**src/rtl/video_bank_scheduler.sv**
```systemverilog
// Ping-pong scheduler for the two video frame banks: issues fills into the hidden bank,
// swaps the displayed bank on frame boundaries, repeats frames and counts underruns.
module video_bank_scheduler #(
   parameter int FRAME_REPEAT = 2,
   parameter int NUM_FRAMES   = 6572,
   parameter int FRAME_W      = 13,
   parameter int UNDERRUN_W   = 8
) (
   input  logic                  CLK_40,
   input  logic                  reset,
   input  logic                  enable,
   input  logic                  frame_start,
   input  logic                  fill_done,
   output logic                  fill_req,
   output logic                  write_bank,
   output logic                  read_bank1,
   output logic                  read_bank2,
   output logic                  done,
   output logic [FRAME_W-1:0]    frame_count,
   output logic [UNDERRUN_W-1:0] underrun_count,
   output logic [1:0]            bank_full
);

   localparam int REP_W = (FRAME_REPEAT > 1) ? $clog2(FRAME_REPEAT) : 1;
   localparam logic [REP_W-1:0] REP_LAST  = REP_W'(FRAME_REPEAT - 1);
   // One extra bit so a clip length of exactly 2^FRAME_W cannot wrap the issue counter.
   localparam logic [FRAME_W:0] NUM_FILLS = (FRAME_W + 1)'(NUM_FRAMES);

   typedef enum logic {W_IDLE, W_BUSY} w_state_t;

   w_state_t              w_state_reg, w_state_next;
   logic [1:0]            full_reg;
   logic                  rd_sel_reg;
   logic                  rd_valid_reg;
   logic [REP_W-1:0]      repeat_cnt_reg;
   logic [FRAME_W:0]      fills_issued_reg;
   logic                  write_bank_reg;
   logic                  fill_req_reg;
   logic                  done_reg;
   logic [FRAME_W-1:0]    frame_count_reg;
   logic [UNDERRUN_W-1:0] underrun_count_reg;

   logic wr_target, fill_issue, fill_land;
   logic swap_bank, rep_advance, do_swap, do_done, do_underrun;

   always_ff @(posedge CLK_40) begin
      if (reset) begin
         w_state_reg <= W_IDLE;
      end else begin
         w_state_reg <= w_state_next;
      end
   end

   // Writer: never targets the displayed bank; before anything is shown, bank 0 fills first.
   always_comb begin
      w_state_next = w_state_reg;
      fill_issue   = 1'b0;
      fill_land    = 1'b0;
      wr_target    = rd_valid_reg ? ~rd_sel_reg : full_reg[0];
      case (w_state_reg)
         W_IDLE: begin
            if (enable && !full_reg[wr_target] && (fills_issued_reg < NUM_FILLS)) begin
               fill_issue   = 1'b1;
               w_state_next = W_BUSY;
            end
         end
         W_BUSY: begin
            if (fill_done) begin
               fill_land    = 1'b1;
               w_state_next = W_IDLE;
            end
         end
         default: w_state_next = W_IDLE;
      endcase
   end

   // Reader decisions use the flags as registered, so a fill landing this cycle is not yet visible.
   always_comb begin
      rep_advance = 1'b0;
      do_swap     = 1'b0;
      do_done     = 1'b0;
      do_underrun = 1'b0;
      swap_bank   = rd_valid_reg ? ~rd_sel_reg : ~full_reg[0];
      if (frame_start && enable) begin
         if (rd_valid_reg && (repeat_cnt_reg < REP_LAST)) begin
            rep_advance = 1'b1;
         end else if (full_reg[swap_bank]) begin
            do_swap = 1'b1;
         end else if ((fills_issued_reg == NUM_FILLS) && (w_state_reg == W_IDLE)) begin
            do_done = 1'b1;
         end else if (rd_valid_reg) begin
            do_underrun = 1'b1;
         end
      end
   end

   always_ff @(posedge CLK_40) begin
      if (reset) begin
         full_reg           <= 2'b00;
         rd_sel_reg         <= 1'b0;
         rd_valid_reg       <= 1'b0;
         repeat_cnt_reg     <= '0;
         fills_issued_reg   <= '0;
         write_bank_reg     <= 1'b0;
         fill_req_reg       <= 1'b0;
         done_reg           <= 1'b0;
         frame_count_reg    <= '0;
         underrun_count_reg <= '0;
      end else begin
         fill_req_reg <= fill_issue;
         if (fill_issue) begin
            write_bank_reg   <= wr_target;
            fills_issued_reg <= fills_issued_reg + 1;
         end
         // Landing and release always concern different banks, so both may apply in one cycle.
         if (fill_land) begin
            full_reg[write_bank_reg] <= 1'b1;
         end
         if (do_swap && rd_valid_reg) begin
            full_reg[rd_sel_reg] <= 1'b0;
         end
         if (rep_advance) begin
            repeat_cnt_reg <= repeat_cnt_reg + 1;
         end
         if (do_swap) begin
            rd_sel_reg      <= swap_bank;
            rd_valid_reg    <= 1'b1;
            repeat_cnt_reg  <= '0;
            frame_count_reg <= frame_count_reg + 1;
         end
         if (do_done) begin
            done_reg <= 1'b1;
         end
         if (do_underrun && (underrun_count_reg != '1)) begin
            underrun_count_reg <= underrun_count_reg + 1;
         end
      end
   end

   assign fill_req       = fill_req_reg;
   assign write_bank     = write_bank_reg;
   assign read_bank1     = rd_valid_reg & ~rd_sel_reg;
   assign read_bank2     = rd_valid_reg & rd_sel_reg;
   assign done           = done_reg;
   assign frame_count    = frame_count_reg;
   assign underrun_count = underrun_count_reg;
   assign bank_full      = full_reg;

endmodule

```
**config.mk**
```make
export PLATFORM = sky130hd
export DESIGN_NAME = video_bank_scheduler
export DESIGN_NICKNAME = d
export VERILOG_FILES = /design/src/rtl/video_bank_scheduler.sv
export SDC_FILE = /design/constraint.sdc
export NUM_CORES = 1
export LEC_CHECK = 0
export CORE_MARGIN = 5
export CORE_UTILIZATION = 45
export DETAILED_ROUTE_END_ITERATION = 10
export PLACE_DENSITY = 0.68
export SLEW_MARGIN = 20
export SYNTH_ARGS = -nofsm -noshare
export SYNTH_HDL_FRONTEND = slang
export SYNTH_SLANG_ARGS = --single-unit
```
**constraint.sdc**
```tcl
create_clock -name CLK_40 -period 4.3 [get_ports CLK_40]
set_input_delay 1.075 -clock CLK_40 [delete_from_list [all_inputs] [get_ports CLK_40]]
set_output_delay 1.075 -clock CLK_40 [all_outputs]
set_load 0.03 [all_outputs]
```
== Yosys cells after proc, flatten, opt, wreduce, memory -nomap -nowiden ==
Index checks and enable logic that the tools add are counted.
W data, S select, Z words.
Word-level totals
  bits in registers: 44
  input port bits: 5
  output and inout port bits: 28
  logic and storage cells: 77
Cells by class
  $add $sub $neg: 4
  $lt $le $gt $ge: 8
  equality and inequality tests: 2
  muxes and demuxes: 33
  bitwise operators: 8
  reduce and logical (&&, ||, !) cells: 11
Operators by type and width (count)
  $mux W1: 27
  $add A14 B1 Y14 const B: 1
  $eq A14 B13 Y1 const B: 1
  $lt A14 B13 Y1 const B: 1
  $add A13 B1 Y13 const B: 1
  $logic_and A1 B1 Y1: 9
  $add A8 B1 Y8 const B: 1
  $lt A1 B2 Y1 const B: 4
  $ne A8 B8 Y1 const B: 1
  $mux W2: 3
  $not A1 Y1: 3
  $and A1 B1 Y1: 2
  $and A2 B2 Y2: 1
  $demux W1 S1: 2
  $ge A1 B1 Y1 const B: 2
  $not A2 Y2: 1
  $or A2 B2 Y2: 1
  $pmux W1 S2: 1
  $reduce_or A2 Y1: 1
  $add A1 B1 Y1 const B: 1
  $logic_not A1 Y1: 1
  $lt A1 B1 Y1 const B: 1

== Longest topological paths before layout ==
Gate-level depths: netlist of the first run.
  depth after elaboration: 9
  mapped depth: 7
  depth with buffers taken out: 7

== Worst setup path after synthesis of the first run ==
OpenSTA, ideal clock, no wires.
  kind: in2reg
  start: input enable
  end: register frame_count_reg[12] (netlist: frame_count[12])
  library setup time: 0.128 ns
  arrival: 2.053 ns
  required time: 4.172 ns
  setup slack: 2.119 ns
  cell stages on the path: 6
  path buffers: 1
  cells stage by stage: nand2_1 a2111oi_4 buf_6 nand3_1 xor2_1 nor2_1
On the way
  word-level cells in the longest chain between the ends: 2
Ends and longest elaborated chain
  start: declaration: RTL line 11  | input logic enable,
  $logic_and A1 B1 Y1: RTL line 84  | if (frame_start && enable) begin
  $mux W1: RTL line 84
  end signal: assignment: RTL line 129  | frame_count_reg <= frame_count_reg + 1;
  end: declaration: RTL line 40  | logic [FRAME_W-1:0] frame_count_reg;
Every way passes these cells.
A chain may end at the register's enable or synchronous reset.

== Final worst setup path of the first run ==
  start: register rd_valid_reg
  end: output read_bank1
On the way
  word-level cells in the longest chain between the ends: 1
Ends and longest elaborated chain
  start: declaration: RTL line 34  | logic rd_valid_reg;
  start signal: assignment: RTL line 101  | rd_valid_reg <= 1'b0;
  start signal: assignment: RTL line 127  | rd_valid_reg <= 1'b1;
  $and A1 B1 Y1: RTL line 142  | assign read_bank1 = rd_valid_reg & ~rd_sel_reg;
  end: declaration: RTL line 16  | output logic read_bank1,
Every way passes these cells.

==> summary.md, run 1 <==
| Metric | Value |
|---|---|
| Max_slew headroom | `0.3507` |
| PnR worst setup slack | `1.425 ns` |
| Seq pwr share | `0.566` |
| PwrDens | `284.1 nW/µm²` |
| Syn_nets | `257` |
| Worst skew pair latency | `0.30 ns` |
| Status | `complete, no violations` |
| Clock Power Share | `0.363` |
| Max-Cap Viols | `0` |
| H-tree Lvls | `2` |
| NumNets Final | `288` |
| Sw frac | `0.2422` |
| Post-Synthesis Cells | `248` |
| R2r endpoint | `frame_count[5]` |
| Crit path launch type | `flip-flop` |
| R2r worst-path depth | `5` |
| Post-Syn Area per Cell | `8.713 µm²` |
| Min Tclk post-route | `2.875 ns` |
| Post-synth top area cell | `dfxtp_1` |
| First-pass detailed-route iteration total | `5` |
| Via count | `1846` |
| Clock Pin Slew Worst Setup and Hold Paths | `around 0.080 ns` |
| Warnings from Yosys | `0` |
| Postcts setup bufs | `0` |
| HPWL Detailed | `approximately 3100 µm` |
| Maximum clock frequency | `0.3478 GHz` |
| Largest net degree at the start of global routing | `32` |
| GRT Overall Usage | `0.1569` |
| CP startpoint | `rd_valid_reg` |
| Top-level I/O count | `33` |
| Worst slew pin tran | `0.9739 ns` |
| Largest register FFs | `14` |
| Final Hold Violating Endpoints | `0` |
| Share of the yosys chip area belonging to registers | `0.4076` |
| Critical Path End Type | `output port` |
| Critical Path Sink | `read_bank1` |
| Number of global-route vias before repair | `1766` |
| Inserted Diodes | `0` |
| Worst r2r src | `bank_full[0]` |
| HP Class | `reg2reg` |
| Flop-to-flop setup slack | `2.13 ns` |
| Core area | `around 4700 µm²` |
| DIE HEIGHT | `79.30 µm` |
| Drt drc | `0` |
| Bufs on Longest Clock Path | `2` |
| Leakage | `0.0009278 µW` |
| Vias/cell | `between 5 and 6` |
| PostCTS Resize Cnt | `0` |
| Gpl congestion | `0.7845` |
| Area of the mapped netlist | `around 2200 µm²` |
| Grt ovf | `0` |
| VDD IR-drop max | `145.7 µV` |
| WP data arrival | `1.80 ns` |
| Num CTS Buffers | `5` |
| Flops & latches, synth | `44` |
| Setup TNS | `0 ns` |
| Die width | `between 70 and 80 µm` |
| Clock Skews | `0.006296 ns` |
| Synth top area cells | `dfxtp_1 (41%), nor2_1 (7.8%), xor2_1 (4.5%)` |
| Combinational Power Share | `0.071` |
| Row count | `25` |
| Synth cell count leaders | `nor2_1 (45), dfxtp_1 (44), nand4_1 (15)` |
| Req. time, crit path | `3.22 ns` |
| Hold_ws | `around 0.45 ns` |
| Crit Path Class | `reg2out` |
| Initial antenna violation count | `0` |
| Die area | `around 6300 µm²` |
| PortBufs | `32` |
| TritonCTS Sinks | `44` |
| Most numerous cell in the Yosys netlist | `nor2_1` |
| RSZ-0062 raised after global routing | `no` |
| Place WS | `1.150 ns` |
| Number of fill cells | `444` |
| Setup violators final | `0` |
| Post-route ant nets | `0` |
| Pint | `561.3 µW` |
| CTS tree | `done` |
| First-pass GRT wire length | `8038 µm` |
| Sw Pwr | `179.4 µW` |
| Share of cells above drive strength 1 | `0.07857` |
| Area growth syn-to-layout | `20.67%` |
| Slew Limit Fails | `0` |
| Cell variety after synth | `41` |
| Primary FF master, synth | `dfxtp_1` |
| Fin crit share | `0.6687` |
| Worst-path maximum fanout | `11` |
| Final WL | `4508 µm` |
| Iteration-0 DRC Markers | `88` |
| Initial Util | `0.4605` |
| Routed WL per cell | `between 10 and 15 µm` |
| Hold Buf Count CTS | `0` |
| Post-synth ARST share | `0` |
| Yosys top cell area share | `0.4076` |
| Root buf cell | `clkbuf_8` |
| EDFF count, synth | `0` |
-- critical path, stage by stage, from the launching register on --
cell	delay [ns]
dfxtp_1	0.54
nand2b_1	0.21
inv_1	0.09
clkdlybuf4s50_1	0.66
-- routing by layer --
metal,global-route usage,vias to the layer above,routed length [µm]
li1,-,944,-
met1,0.2118,864,2273
met2,0.2424,32,2011
met3,0.04875,6,171
met4,0.04124,0,51
met5,0,-,0
-- logic make-up after synthesis --
group / count (synthesis) / share of synthesized area
buffers and inverters: 22 / 0.04516
adders and majority gates: 4 / 0.02316
DFF: 44 / 0.4076
and+or+nand+nor: 119 / 0.2924
xor gates and xnor gates: 18 / 0.07296
AOI/OAI and AO/OA: 32 / 0.1147
muxes: 9 / 0.04401
-- how the worst min path moves through the flow --
stage                         startpoint              endpoint  slack, ns  cells after the start
floorplan           fills_issued_reg[13]  fills_issued_reg[13]       0.47                      1
global placement                    done                  done       0.44                      2
detailed placement                  done                  done       0.44                      2
CTS                                 done                  done       0.45                      2
global route                        done                  done       0.49                      2
finish                              done                  done       0.45                      2
-- power groups by stage --
stage / clock [µW] / sequential, µW / combinational (µW)
final: 269 / 419 / 52.5
after global routing: 293 / 421 / 58.2
after CTS: 278 / 419 / 52.9
after detailed placement: 0 / 429 / 52.6
after global placement: 0 / 429 / 51.9
after floorplan: 0 / 431 / 31.7
-- area by class of cell --
class                   count  area [µm²]  share of cell area
multi-input cells         182        1182              0.4535
inverters                  11       41.29             0.01583
flip-flops and latches     44       880.8              0.3378
clock inverters             2       10.01            0.003839
repair buffers             35       342.8              0.1315
well taps                  54       67.56             0.02591
clock buffers               6       82.58             0.03167
-- stage by stage --
step | std cells | total power (µW) | cell area, µm² | utilization
5_1_grt | 334 | 771.8 | 2608 | 0.5557
3_3_place_gp | 326 | 480.6 | 2515 | 0.5360
2_1_floorplan | 248 | 463.2 | 2161 | -
6_report | 334 | 740.8 | 2608 | 0.5557
3_5_place_dp | 326 | 481.8 | 2515 | 0.5360
4_1_cts | 334 | 750.2 | 2608 | 0.5557
-- layout by cell type (no fill, tap or decap), types with 4 or more instances in the layout --
cell	instances
a21oi_1	10
a311oi_1	4
a31o_2	4
and2_1	4
and3_1	9
clkbuf_8	6
clkdlybuf4s50_1	32
dfxtp_1	44
ha_1	4
inv_1	11
mux2_2	4
mux2i_1	5
nand2_1	6
nand2b_1	4
nand3_1	14
nand4_1	15
nor2_1	45
nor2b_1	7
xnor2_1	7
xor2_1	11
No activity file was read; power rests on OpenSTA's default activity.
==> run 2, diff against run 1 <==
==> constraint.sdc (replaced) <==
create_clock -name CLK_40 -period 2.7 [get_ports CLK_40]
set_input_delay 0.675 -clock CLK_40 [delete_from_list [all_inputs] [get_ports CLK_40]]
set_output_delay 0.675 -clock CLK_40 [all_outputs]
set_load 0.03 [all_outputs]
==> run 2 against run 1 <==
  * Combinational power rose by 63%
  * Non-clock buffer count rose by 2
  * Utilization rose by 0.32 points
  * Wire length rose by 3.3%
  * First-iteration DRC count rose by 33%
  * Clock power rose by 59%
  * Largest cell class unchanged
  * Highest routed layer unchanged
==> summary.md, run 2 (synthesis results as in run 1) <==
| Metric | Value |
|---|---|
| Maximum clock frequency | `just under 0.4 GHz` |
| RSZ-0062 raised after global routing | `no` |
| Top-level I/O count | `33` |
| Routed WL per cell | `13.86 µm` |
| Setup TNS | `0 ns` |
| Critical Path End Type | `output port` |
| Postcts setup bufs | `0` |
| PnR worst setup slack | `between 0.15 and 0.2 ns` |
| Grt ovf | `0` |
| Crit Path Class | `reg2out` |
| TritonCTS Sinks | `44` |
| NumNets Final | `290` |
| Max_slew headroom | `0.6065` |
| Crit path launch type | `flip-flop` |
| Area growth syn-to-layout | `21.37%` |
| Largest register FFs | `14` |
| VDD IR-drop max | `198.1 µV` |
| First-pass GRT wire length | `about 8000 µm` |
| Post-route ant nets | `0` |
| Hold Buf Count CTS | `0` |
| First-pass detailed-route iteration total | `4` |
| Status | `complete, no violations` |
| Seq pwr share | `0.566` |
| Vias/cell | `5.429` |
| GRT Overall Usage | `0.1604` |
| Bufs on Longest Clock Path | `2` |
| PwrDens | `450.4 nW/µm²` |
| Root buf cell | `clkbuf_8` |
| Worst slew pin tran | `0.5881 ns` |
| Slew Limit Fails | `0` |
| Commonest cells after routing, fill and taps aside | `nor2_1 (45), dfxtp_1 (44), clkdlybuf4s50_1 (32)` |
| CTS tree | `done` |
| Clock Skews | `0.006816 ns` |
| Iteration-0 DRC Markers | `~120` |
| Number of global-route vias before repair | `1754` |
| Initial Util | `0.4605` |
| Sw frac | `0.2593` |
| HP Class | `reg2reg` |
| Share of cells above drive strength 1 | `0.08511` |
| Die area | `6288 µm²` |
| Clock Pin Slew Worst Setup and Hold Paths | `0.09 ns` |
| PortBufs | `32` |
| Inserted Diodes | `0` |
| DIE HEIGHT | `between 70 and 80 µm` |
| Leakage | `~0.00093 µW` |
| Clock Power Share | `0.362` |
| Max-Cap Viols | `0` |
| PostCTS Resize Cnt | `0` |
| WP data arrival | `approximately 1.9 ns` |
| Min Tclk post-route | `2.539 ns` |
| Combinational Power Share | `0.072` |
| Worst skew pair latency | `approximately 0.3 ns` |
| Die width | `79.30 µm` |
| Worst-path maximum fanout | `11` |
| Req. time, crit path | `2.03 ns` |
| Pint | `874.9 µW` |
| Final Hold Violating Endpoints | `0` |
| Drt drc | `0` |
| Core area | `~4700 µm²` |
| Largest net degree at the start of global routing | `31` |
| HPWL Detailed | `3255 µm` |
| Place WS | `roughly 0.21 ns` |
| Commonest non-fill, non-tap cell in the layout | `nor2_1` |
| Row count | `25` |
| H-tree Lvls | `2` |
| Via count | `1824` |
| Initial antenna violation count | `0` |
| Sw Pwr | `306.3 µW` |
| Fin crit share | `0.9403` |
| Final WL | `about 4700 µm` |
| Gpl congestion | `0.7792` |
| Setup violators final | `0` |
| Num CTS Buffers | `5` |
==> run 2: final timing paths <==
path | start | to | slack (ns) | depth (start not counted)
setup reg to reg | rd_sel_reg | underrun_count[2] | 0.71 | 5
hold / removal | done | done | 0.45 | 2
hold reg to reg | done | done | 0.45 | 2
setup / recovery | rd_valid_reg | read_bank1 | 0.16 | 3
==> run 2: area by class of cell <==
type | instances | area [µm²]
clock buffer | 5 | 68.82
fill | 450 | 2069
multi-input combinational | 182 | 1182
sequential | 44 | 880.8
timing repair buffer | 37 | 357.8
tap | 54 | 67.56
clock inverter | 3 | 23.77
inverter | 11 | 41.29
==> run 2: power groups by stage <==
stage / registers (µW) / clock network (µW) / logic (µW)
after floorplan: 687 / 0 / 50.5
after global placement: 683 / 0 / 84.3
after detailed placement: 683 / 0 / 85.7
after CTS: 668 / 440 / 86.1
after global routing: 670 / 476 / 94.1
final: 668 / 428 / 85.5
==> run 2: per-layer routing <==
layer  track usage  share of wire  vias to the layer above
met3       0.04875          0.039                        6
li1              -              -                      944
met4       0.05326          0.012                        0
met1        0.2095           0.49                      841
met5             0              0                        -
met2        0.2517           0.46                       33
==> run 2: critical path, stage by stage (launching register included) <==
cell and delay [ns]:
dfxtp_1 0.57, nand2b_1 0.22, inv_1 0.09, clkdlybuf4s50_1 0.67
==> run 2: stage by stage <==
stage	hold slack (ns)	cells	util	power (µW)	cell area, µm²
final	0.4482	336	0.5589	1181	2623
after global placement	0.4336	328	0.5392	767.1	2530
after global routing	0.4742	336	0.5589	1240	2623
after detailed placement	0.4400	328	0.5392	769.1	2530
after CTS	0.4520	336	0.5589	1194	2623
after floorplan	0.4696	248	-	737.7	2161
==> run 3, diff against run 2 <==
--- a/config.mk
+++ b/config.mk
@@ -5,7 +5,7 @@
 export SDC_FILE = /design/constraint.sdc
 export NUM_CORES = 1
 export LEC_CHECK = 0
-export CORE_MARGIN = 5
+export CORE_MARGIN = 3
 export CORE_UTILIZATION = 45
 export DETAILED_ROUTE_END_ITERATION = 10
 export PLACE_DENSITY = 0.68
==> run 3 against run 2 <==
  * Die area decreased by 9.8%
  * Register-to-register slack got worse by 0.03 ns
  * Count of clock-buffer cells in the layout is the same
  * Non-clock buffer count unchanged
  * Cell area up 2.2%
  * Total power up 22%
  * Highest routed layer unchanged
  * Largest cell class unchanged
  * Critical endpoint unchanged
  * Largest power group is now the clock network
==> summary.md, run 3 (synthesis results as in run 1) <==
| Metric | Value |
|---|---|
| Status | `complete, no violations` |
| First-pass detailed-route iteration total | `4` |
| Critical Path End Type | `output port` |
| Postcts setup bufs | `0` |
| Vias/cell | `between 5 and 6` |
| Largest net degree at the start of global routing | `32` |
| PwrDens | `538.9 nW/µm²` |
| Max_slew headroom | `0.5789` |
| HP Class | `reg2reg` |
| Row count | `24` |
| NumNets Final | `290` |
| Die width | `approximately 75 µm` |
| RSZ-0062 raised after global routing | `no` |
| First-pass GRT wire length | `7783 µm` |
| Via count | `1822` |
| R2r endpoint | `underrun_count[1]` |
| Met1 usage | `0.2459` |
| Setup violators final | `0` |
| CTS tree | `done` |
| Initial Util | `0.4797` |
| Commonest cells after routing, fill and taps aside | `nor2_1 (45), dfxtp_1 (44), clkdlybuf4s50_1 (31)` |
| TritonCTS Sinks | `44` |
| Min Tclk post-route | `between 2 and 3 ns` |
| Routed WL per cell | `13.11 µm` |
| Gpl congestion | `between 0.8 and 0.9` |
| Fin crit share | `0.9268` |
| Max-Cap Viols | `0` |
| DIE HEIGHT | `75.30 µm` |
| Hold Buf Count CTS | `0` |
| Core area | `4504 µm²` |
| Req. time, crit path | `2.03 ns` |
| Post-route cell area | `2681 µm²` |
| Hold depth | `2` |
| Largest register FFs | `14` |
| Worst skew pair latency | `0.30 ns` |
| Number of global-route vias before repair | `between 1500 and 2000` |
| Drt drc | `0` |
| VDD IR-drop max | `352.6 µV` |
| Maximum clock frequency | `0.3996 GHz` |
| Leakage | `around 0.00097 µW` |
| Area growth syn-to-layout | `24.09%` |
| WP data arrival | `around 1.8 ns` |
| Final Non-Filler Cells | `334` |
| Number of fill cells | `394` |
| Bufs on Longest Clock Path | `2` |
| Hold_ws | `0.4718 ns` |
| Slew Limit Fails | `0` |
| PostCTS Resize Cnt | `0` |
| HPWL Detailed | `3031 µm` |
| H-tree Lvls | `2` |
| Crit Path Class | `reg2out` |
| Worst-path maximum fanout | `11` |
| Clock Pin Slew Worst Setup and Hold Paths | `0.09 ns` |
| GRT Overall Usage | `0.1754` |
| Num CTS Buffers | `5` |
| Worst r2r src | `rd_sel_reg` |
| Root buf cell | `clkbuf_8` |
| HP Start | `done` |
| Clock Skews | `0.008161 ns` |
| Inserted Diodes | `0` |
| Iteration-0 DRC Markers | `109` |
| Commonest non-fill, non-tap cell in the layout | `nor2_1` |
| Top-level I/O count | `33` |
| R2r worst-path depth | `5` |
| DP Area | `2522 µm²` |
| Die area | `5669 µm²` |
| PortBufs | `32` |
| Post-route ant nets | `0` |
| Final WL | `4380 µm` |
| Dpl cells | `326` |
| Worst slew pin tran | `approximately 0.63 ns` |
| Hold Path End | `done` |
| Met3 Resource Use GR | `0.04485` |
| Grt peak-use layer | `met2` |
| Final Hold Violating Endpoints | `0` |
| Initial antenna violation count | `0` |
| Routing usage on met2 | `0.2637` |
| Setup TNS | `0 ns` |
| Flop-to-flop setup slack | `between 0.6 and 0.7 ns` |
| Share of cells above drive strength 1 | `0.08865` |
| Grt ovf | `0` |
| Crit path launch type | `flip-flop` |
==> run 3: cell types whose count changed in the layout (fill, tap and decap cells not counted), sizes merged <==
cell	change
clkdlybuf4s50	-1
bufinv	+3
buf	+1
clkinv	-1
clkinvlp	-2
==> run 3: report_power, final <==
part | internal (µW) | switching [µW]
Combinational | 33.4 | 50.8
Clock | 463 | 230
Sequential | 657 | 10.4
==> run 3: worst max path at each step <==
stage,from,end,depth (start not counted)
after floorplan,bank_full[0],frame_count[12],6
after global placement,enable,underrun_count[1],6
after detailed placement,enable,underrun_count[1],6
after CTS,rd_valid_reg,read_bank1,3
after global routing,rd_valid_reg,read_bank1,3
final,rd_valid_reg,read_bank1,3
==> run 3: layout make-up <==
type / count / area, µm² / share of cell area
Multi-Input combinational cell: 182 / 1182 / 0.4410
Sequential cell: 44 / 880.8 / 0.3285
Timing Repair Buffer: 37 / 352.8 / 0.1316
Clock inverter: 3 / 90.09 / 0.03360
Clock buffer: 5 / 68.82 / 0.02566
Tap cell: 52 / 65.06 / 0.02427
Inverter: 11 / 41.29 / 0.01540
==> run 3: worst max-delay path: stages, from the launching register on <==
cell and delay, ns:
dfxtp_1 0.57, nand2b_1 0.20, inv_1 0.10, clkdlybuf4s50_1 0.67
==> run 3: layer usage <==
| metal | share of wire | routed length [µm] | up-vias |
|---|---|---|---|
| li1 | - | - | 948 |
| met1 | 0.51 | 2212 | 833 |
| met2 | 0.44 | 1924 | 35 |
| met3 | 0.042 | 184 | 6 |
| met4 | 0.013 | 59 | 0 |
| met5 | 0 | 0 | - |
==> run 3: stage by stage <==
stage          total power (µW)    util  worst slack (ns)
2_1_floorplan             737.7       -            0.7693
3_3_place_gp              765.9  0.5600            0.2208
3_5_place_dp              767.7  0.5600            0.1879
4_1_cts                    1459  0.5953            0.1729
5_1_grt                    1495  0.5953           0.03725
6_report                   1445  0.5953            0.1977
